## config.mk

```make
export PLATFORM = sky130hd
export DESIGN_NAME = exe_muldiv
export DESIGN_NICKNAME = d
export VERILOG_FILES = /design/src/rtl/exe_muldiv.sv
export SDC_FILE = /design/constraint.sdc
export NUM_CORES = 2
export LEC_CHECK = 0
export CAP_MARGIN = 20
export CORE_ASPECT_RATIO = 0.5
export CORE_MARGIN = 5
export CORE_UTILIZATION = 70
export CTS_BUF_LIST = sky130_fd_sc_hd__clkbuf_8
export DETAILED_ROUTE_END_ITERATION = 8
export GPL_TIMING_DRIVEN = 1
export PLACE_DENSITY = 0.89
export SYNTH_ARGS = -nofsm -noshare
export SYNTH_HDL_FRONTEND = slang
export SYNTH_SLANG_ARGS = --single-unit
```

## constraint.sdc

```tcl
create_clock -name clk_i -period 26.5 [get_ports clk_i]
set_clock_uncertainty 0.05 [all_clocks]
set_input_delay 6.625 -clock clk_i [delete_from_list [all_inputs] [get_ports clk_i]]
set_output_delay 6.625 -clock clk_i [all_outputs]
set_load 0.01 [all_outputs]
```

## src/rtl/exe_muldiv.sv

```systemverilog
// exe_muldiv -- RV32M multiply/divide unit for the EXE stage.
//
// Decodes the M-extension instruction held in ID/EXE. Multiply takes one
// CALC cycle. Divide takes XLEN CALC cycles of radix-2 restoring division on
// absolute values, or goes straight to DONE for divide-by-zero and signed
// overflow. While the op is running it asks the stall controller to freeze
// IF..EXE. The result is presented for exactly one cycle, in DONE.
//
// Ports:
//   clk_i          clock, rising edge
//   rst_ni         synchronous active-low reset
//   op1_i, op2_i   rs1 / rs2 values from ID/EXE
//   inst_i         instruction from ID/EXE
//   reg_waddr_i    rd from ID/EXE
//   flush_i        jump flush: aborts an in-flight op, suppresses the result
//   stall_req_o    freeze request (combinational)
//   busy_o         unit is not idle
//   result_valid_o one-cycle result strobe
//   result_o       registered result
//   reg_waddr_o    rd of the op in flight / completing
module exe_muldiv #(
  parameter int unsigned XLEN  = 32,
  parameter int unsigned CNT_W = 6
) (
  input  logic            clk_i,
  input  logic            rst_ni,
  input  logic [XLEN-1:0] op1_i,
  input  logic [XLEN-1:0] op2_i,
  input  logic [31:0]     inst_i,
  input  logic [4:0]      reg_waddr_i,
  input  logic            flush_i,
  output logic            stall_req_o,
  output logic            busy_o,
  output logic            result_valid_o,
  output logic [XLEN-1:0] result_o,
  output logic [4:0]      reg_waddr_o
);

  typedef enum logic [1:0] {S_IDLE, S_CALC, S_DONE} state_t;

  state_t            state;
  logic [CNT_W-1:0]  cnt;
  logic [2:0]        f3_q;
  logic [XLEN-1:0]   acc_q;   // multiply: op1; divide: dividend shifting out, quotient shifting in
  logic [XLEN-1:0]   dvs_q;   // multiply: op2; divide: |divisor|
  logic [XLEN-1:0]   rem_q;
  logic              neg_q_q;
  logic              neg_r_q;

  // Decode
  logic [6:0]      opcode;
  logic [2:0]      funct3;
  logic [6:0]      funct7;
  logic            start;
  logic            sgn_in;
  logic [XLEN-1:0] abs1;
  logic [XLEN-1:0] abs2;
  logic            div_zero;
  logic            div_ovf;

  assign opcode = inst_i[6:0];
  assign funct3 = inst_i[14:12];
  assign funct7 = inst_i[31:25];
  assign start  = (state == S_IDLE) && (opcode == 7'b0110011) &&
                  (funct7 == 7'b0000001) && !flush_i;

  // DIV/REM are signed (funct3[0]==0), DIVU/REMU unsigned
  assign sgn_in   = ~funct3[0];
  assign abs1     = (sgn_in && op1_i[XLEN-1]) ? (~op1_i + 1'b1) : op1_i;
  assign abs2     = (sgn_in && op2_i[XLEN-1]) ? (~op2_i + 1'b1) : op2_i;
  assign div_zero = (op2_i == '0);
  assign div_ovf  = sgn_in && (op1_i == {1'b1, {(XLEN-1){1'b0}}}) && (op2_i == '1);

  // Multiply: 33x33 signed product, done as a 66-bit unsigned multiply of
  // sign-extended operands (the low 66 bits are identical).
  logic               mul_a_sgn;
  logic               mul_b_sgn;
  logic [2*XLEN+1:0]  mul_a;
  logic [2*XLEN+1:0]  mul_b;
  logic [2*XLEN+1:0]  prod;
  logic [XLEN-1:0]    mul_res;

  assign mul_a_sgn = ((f3_q == 3'b001) || (f3_q == 3'b010)) && acc_q[XLEN-1];
  assign mul_b_sgn = (f3_q == 3'b001) && dvs_q[XLEN-1];
  assign mul_a     = {{(XLEN+2){mul_a_sgn}}, acc_q};
  assign mul_b     = {{(XLEN+2){mul_b_sgn}}, dvs_q};
  assign prod      = mul_a * mul_b;
  assign mul_res   = (f3_q == 3'b000) ? prod[XLEN-1:0] : prod[2*XLEN-1:XLEN];

  // One restoring-division step; the result is taken from the final step's
  // next values so DONE can be entered on the XLEN-th CALC edge.
  logic [XLEN:0]   shifted;
  logic [XLEN:0]   diff;
  logic            ge;
  logic [XLEN-1:0] rem_nxt;
  logic [XLEN-1:0] quo_nxt;
  logic [XLEN-1:0] div_res;

  assign shifted = {rem_q, acc_q[XLEN-1]};
  assign diff    = shifted - {1'b0, dvs_q};
  assign ge      = ~diff[XLEN];
  assign rem_nxt = ge ? diff[XLEN-1:0] : shifted[XLEN-1:0];
  assign quo_nxt = {acc_q[XLEN-2:0], ge};
  assign div_res = f3_q[1] ? (neg_r_q ? (~rem_nxt + 1'b1) : rem_nxt)
                           : (neg_q_q ? (~quo_nxt + 1'b1) : quo_nxt);

  always_ff @(posedge clk_i) begin
    if (!rst_ni) begin
      state       <= S_IDLE;
      cnt         <= '0;
      f3_q        <= '0;
      acc_q       <= '0;
      dvs_q       <= '0;
      rem_q       <= '0;
      neg_q_q     <= 1'b0;
      neg_r_q     <= 1'b0;
      result_o    <= '0;
      reg_waddr_o <= '0;
    end else begin
      case (state)
        S_IDLE: begin
          if (start) begin
            f3_q        <= funct3;
            reg_waddr_o <= reg_waddr_i;
            cnt         <= '0;
            rem_q       <= '0;
            if (funct3[2]) begin
              acc_q   <= abs1;
              dvs_q   <= abs2;
              neg_q_q <= sgn_in && (op1_i[XLEN-1] ^ op2_i[XLEN-1]);
              neg_r_q <= sgn_in && op1_i[XLEN-1];
              if (div_zero || div_ovf) begin
                if (funct3[1])
                  result_o <= div_zero ? op1_i : '0;
                else
                  result_o <= div_zero ? '1 : op1_i;
                state <= S_DONE;
              end else begin
                state <= S_CALC;
              end
            end else begin
              acc_q <= op1_i;
              dvs_q <= op2_i;
              state <= S_CALC;
            end
          end
        end
        S_CALC: begin
          if (flush_i) begin
            state <= S_IDLE;
          end else if (!f3_q[2]) begin
            result_o <= mul_res;
            state    <= S_DONE;
          end else begin
            acc_q <= quo_nxt;
            rem_q <= rem_nxt;
            cnt   <= cnt + CNT_W'(1);
            if (cnt == CNT_W'(XLEN-1)) begin
              result_o <= div_res;
              state    <= S_DONE;
            end
          end
        end
        S_DONE:  state <= S_IDLE;
        default: state <= S_IDLE;
      endcase
    end
  end

  assign stall_req_o    = start || ((state == S_CALC) && !flush_i);
  assign busy_o         = (state != S_IDLE);
  assign result_valid_o = (state == S_DONE) && !flush_i;

endmodule
```

==> results.md <==
Floorplanning:
- The top-level port count is 144.
- For this configuration, the core starts out at a cell density of 70.8%.
- In this run the horizontal extent of the chip is 389 microns.
- The placeable core area is 0.0711 sq mm.
- Row generation in the floorplan step produced 69 rows.
- The height of the die is 200 microns.
- The die covers 0.0776 sq mm.

Yosys:
- Sequential cells were found to cover 5.81% of the synthesized design area.
- Among all flip-flop cells after synthesis, the most frequent one is sky130_fd_sc_hd__dfxtp_1.
- The flop and latch count out of synthesis is 146.
- In the synthesized netlist the async set-or-reset flop fraction comes to 0%.
- The synthesized instance count is 5939.
- The number of distinct standard cells referenced by the synthesized netlist is 101.
- Summing every instance area after synthesis gives 0.0503 sq mm.
- In this run the mean area of a mapped cell was 8.47 sq um.
- The net count after synthesis is 7420.
- The number of enable-type register cells in the synthesized netlist is 0.
- The Yosys step of the flow raised 0 warnings.

Timing:
- The worst-case hold slack is 426 ps.
- The minimum clock period is 15720 ps.
- The number of failing hold endpoints at the final stage is 0.
- The total negative slack for setup checks is 0 ps.
- The final critical path takes up 59.3% of the cycle.
- For the pin with the worst max-slew slack, the measured transition is 1070 ps.
- The number of max-slew violations in the final report came to 0.
- Headroom to the max-slew limit came out at 27.6%.
- Setup repair after global routing left no endpoint under its margin.
- Setup violations remaining at the end of the flow were counted as 0.
- The maximum clock frequency is 63.6 MHz.

Placement:
- The HPWL after detailed placement is 132000 microns.
- The last weighted congestion value of the routability-driven placer is 1.06.
- During placement, the flow inserted port buffers numbering 128.
- The instance area after placement is 0.0520 sq mm.

Final layout:
- The design area is 0.0524 sq mm.
- For this run, the post-layout net count is 7278.
- Compared with the post-synthesis result, the final layout area differs by 4.30%.
- In the final layout, the share of cells above drive strength 1 is 3.22%.

Clock tree:
- The TritonCTS clock tree is done.
- No sink is reached through more buffers than the 2 on the longest clock path.
- The number of buffers inserted by hold repair at cts is 0.
- The total clock sinks is 146.
- The number of CTS-inserted buffers is 17.
- The CTS clock-pin slew for the worst setup and hold paths is 90 ps.
- For the worst-skew pair, the clock arrives at the later sink with an insertion delay of 520 ps.
- In this run the number of H-tree levels came out at 4.
- The total of cells resized after clock tree synthesis is 0.
- The number of setup buffers added after CTS is 0.
- The CTS root buffer is sky130_fd_sc_hd__clkbuf_8.

Hold path:
- In this run the worst hold path is classified as flop to flop.

Route:
- The total wirelength of the detailed-routed design is 168000 microns.
- The DRC violation count after routing is 0.
- The number of vias in the routed layout is 43300.
- The average wire per standard cell is 24.8 microns.
- The via count normalized by instance count is 6.39.
- The number of optimization iterations in the first detailed-route pass is 9.
- After the first detailed-routing iteration, the DRC count stood at 5713.
- The post-detailed-route count of antenna-violating nets is 0.

Global routing:
- The number of global-route vias before repair is 46600.
- The largest net degree at the start of global routing is 80.
- In the global route stage, overall resource usage came out at 44.2%.
- The first-pass GRT wire length is 261000 microns.
- The number of antenna violations at the first check in global routing was 18.
- The sum of overflow across all layers after global routing is 0.

Critical path:
- The required time of the worst setup path is 19830 ps.
- STA classifies the critical path endpoint as an output port.
- The type of the setup path with the least slack is input port to output port.
- Data on the critical path arrives at its endpoint at 9040 ps.
- The startpoint kind of the worst setup timing path is an input port.
- The highest net fanout along the worst path is 4.

Run status:
- The flow ran to the end, and the final reports show no timing, DRC or antenna violations.

Power:
- The completed layout was analyzed and its total power is 0.468 mW.
- The highest ir drop seen on vdd is 0.0328 mV.
- The power density over the cells is 8.92 mW/mm^2.
- The reported leakage power is 23.9 nW.

Run:
- The number of max-cap violations is 0.
logic make-up (layout without fill, tap and decap cells):
group / Yosys count / in the layout / synth area share [%]
AO/OA/AOI/OAI: 762 / 762 / 10.1
XOR/XNOR: 208 / 208 / 3.62
adder cells (fa/ha/maj): 1398 / 1398 / 51.5
buffers and inverters: 1607 / 1478 / 12.1
flip-flops: 146 / 146 / 5.81
multiplexers: 29 / 29 / 0.597
other: 0 / 6 / 0
AND/OR/NAND/NOR: 1789 / 1789 / 16.3
final timing paths:
kind,endpoint,slack [ps],depth (start not counted),startpoint
max,stall_req_o,10780,7,inst_i[26]
min reg2reg,reg_waddr_o[3],430,2,reg_waddr_o[3]
max reg2reg,result_o[23],14680,31,f3_q[1]
min,reg_waddr_o[3],430,2,reg_waddr_o[3]
stage by stage:
step,std cells,utilization (%),setup slack [ps]
6_report,6774,73.8,10780
5_1_grt,6770,73.8,10720
4_1_cts,6765,73.7,10810
3_5_place_dp,6733,73.2,10830
3_3_place_gp,6733,73.2,10840
2_1_floorplan,5939,-,12020
area by class of cell:
class                           instances  area, sq um
Fill cell                            5028        18600
Tap cell                              958         1200
Antenna cell                            6         15.0
Inverter                             1227         4610
Multi-Input combinational cell       4186        41300
Clock buffer                           18          248
Clock inverter                         14          166
Timing Repair Buffer                  219         1970
Sequential cell                       146         2920
worst max-delay path: stages:
cell                              delay (ps)
sky130_fd_sc_hd__clkdlybuf4s50_1         400
sky130_fd_sc_hd__nor4b_1                 340
sky130_fd_sc_hd__nand4_1                 180
sky130_fd_sc_hd__or3_2                   500
sky130_fd_sc_hd__and2_1                  240
sky130_fd_sc_hd__inv_1                   180
sky130_fd_sc_hd__clkdlybuf4s50_1         580
flip-flops by register name (all words and copies together), names as in the netlist:
signal       count
result_o        32
reg_waddr_o      5
rem_q           32
state            2
f3_q             3
dvs_q           32
cnt              6
neg_r_q          1
acc_q           32
neg_q_q          1
placed cells by master, fill, tap and decap left out, types with 40 or more instances in the layout:
cell and n:
sky130_fd_sc_hd__xnor2_1 133, sky130_fd_sc_hd__a21o_1 60, sky130_fd_sc_hd__buf_4 88, sky130_fd_sc_hd__nand2_1 937, sky130_fd_sc_hd__o21ai_0 142, sky130_fd_sc_hd__a22oi_1 40
sky130_fd_sc_hd__dfxtp_1 145, sky130_fd_sc_hd__and2_1 287, sky130_fd_sc_hd__nor3_1 41, sky130_fd_sc_hd__fa_1 1126, sky130_fd_sc_hd__ha_1 251, sky130_fd_sc_hd__inv_1 1221
sky130_fd_sc_hd__a211oi_1 45, sky130_fd_sc_hd__nor2_1 278, sky130_fd_sc_hd__a21oi_1 212, sky130_fd_sc_hd__clkdlybuf4s50_1 128, sky130_fd_sc_hd__nand3_1 42, sky130_fd_sc_hd__xor2_1 75
synthesized netlist by cell type, types with 6 or more instances:
cell,instances,area [sq um]
sky130_fd_sc_hd__buf_2,14,70.1
sky130_fd_sc_hd__ha_1,251,3140
sky130_fd_sc_hd__nand2_1,937,3520
sky130_fd_sc_hd__nor4_1,21,131
sky130_fd_sc_hd__nor2_1,279,1050
sky130_fd_sc_hd__a211o_1,7,61.3
sky130_fd_sc_hd__a311oi_1,10,87.6
sky130_fd_sc_hd__nand3_1,42,210
sky130_fd_sc_hd__o21ai_1,6,30.0
sky130_fd_sc_hd__and3_1,18,113
sky130_fd_sc_hd__mux2_2,8,90.1
sky130_fd_sc_hd__o31ai_1,36,270
sky130_fd_sc_hd__nand2b_1,17,106
sky130_fd_sc_hd__or3_1,22,138
sky130_fd_sc_hd__a41oi_1,6,52.6
sky130_fd_sc_hd__xnor2_1,133,1160
sky130_fd_sc_hd__a211oi_1,45,338
sky130_fd_sc_hd__nor2b_1,14,87.6
sky130_fd_sc_hd__o21bai_1,13,97.6
sky130_fd_sc_hd__a22oi_1,40,300
sky130_fd_sc_hd__buf_1,47,176
sky130_fd_sc_hd__or4_1,18,135
sky130_fd_sc_hd__and4_1,9,78.8
sky130_fd_sc_hd__a221o_1,6,60.1
sky130_fd_sc_hd__inv_1,1222,4590
sky130_fd_sc_hd__o41ai_1,17,149
sky130_fd_sc_hd__o21ai_0,142,711
sky130_fd_sc_hd__o21a_1,11,82.6
sky130_fd_sc_hd__a221oi_1,15,131
sky130_fd_sc_hd__or2_2,14,87.6
sky130_fd_sc_hd__mux2i_1,21,210
sky130_fd_sc_hd__fa_1,1126,22500
sky130_fd_sc_hd__dfxtp_1,146,2920
sky130_fd_sc_hd__o211ai_1,27,203
sky130_fd_sc_hd__nor3_1,44,220
sky130_fd_sc_hd__xor2_1,75,657
sky130_fd_sc_hd__nand4_1,34,213
sky130_fd_sc_hd__a21o_1,61,458
sky130_fd_sc_hd__and2_1,287,1800
sky130_fd_sc_hd__clkbuf_1,313,1170
sky130_fd_sc_hd__a21oi_1,212,1060
sky130_fd_sc_hd__nor4b_1,6,52.6
sky130_fd_sc_hd__a31oi_1,33,206
sky130_fd_sc_hd__maj3_1,21,210
metal layers:
layer  GRT usage, %  routed length (microns)  share of wire (%)  vias to the layer above
met2           66.7                    72300                 43                     3366
met3           16.5                    26400                 16                      780
met1           56.8                    59200                 35                    21300
met5              0                       83              0.049                        -
met4           22.5                    10000                6.0                       16
li1               -                        -                  -                    17800
power by group:
part	total, mW	leakage [nW]	internal [mW]	switching, mW
registers	0.219	1.18	0.219	0.00000888
logic	0.0492	22.5	0.0210	0.0282
clock network	0.199	0.194	0.0888	0.111
(Power assumes the default switching activity.)
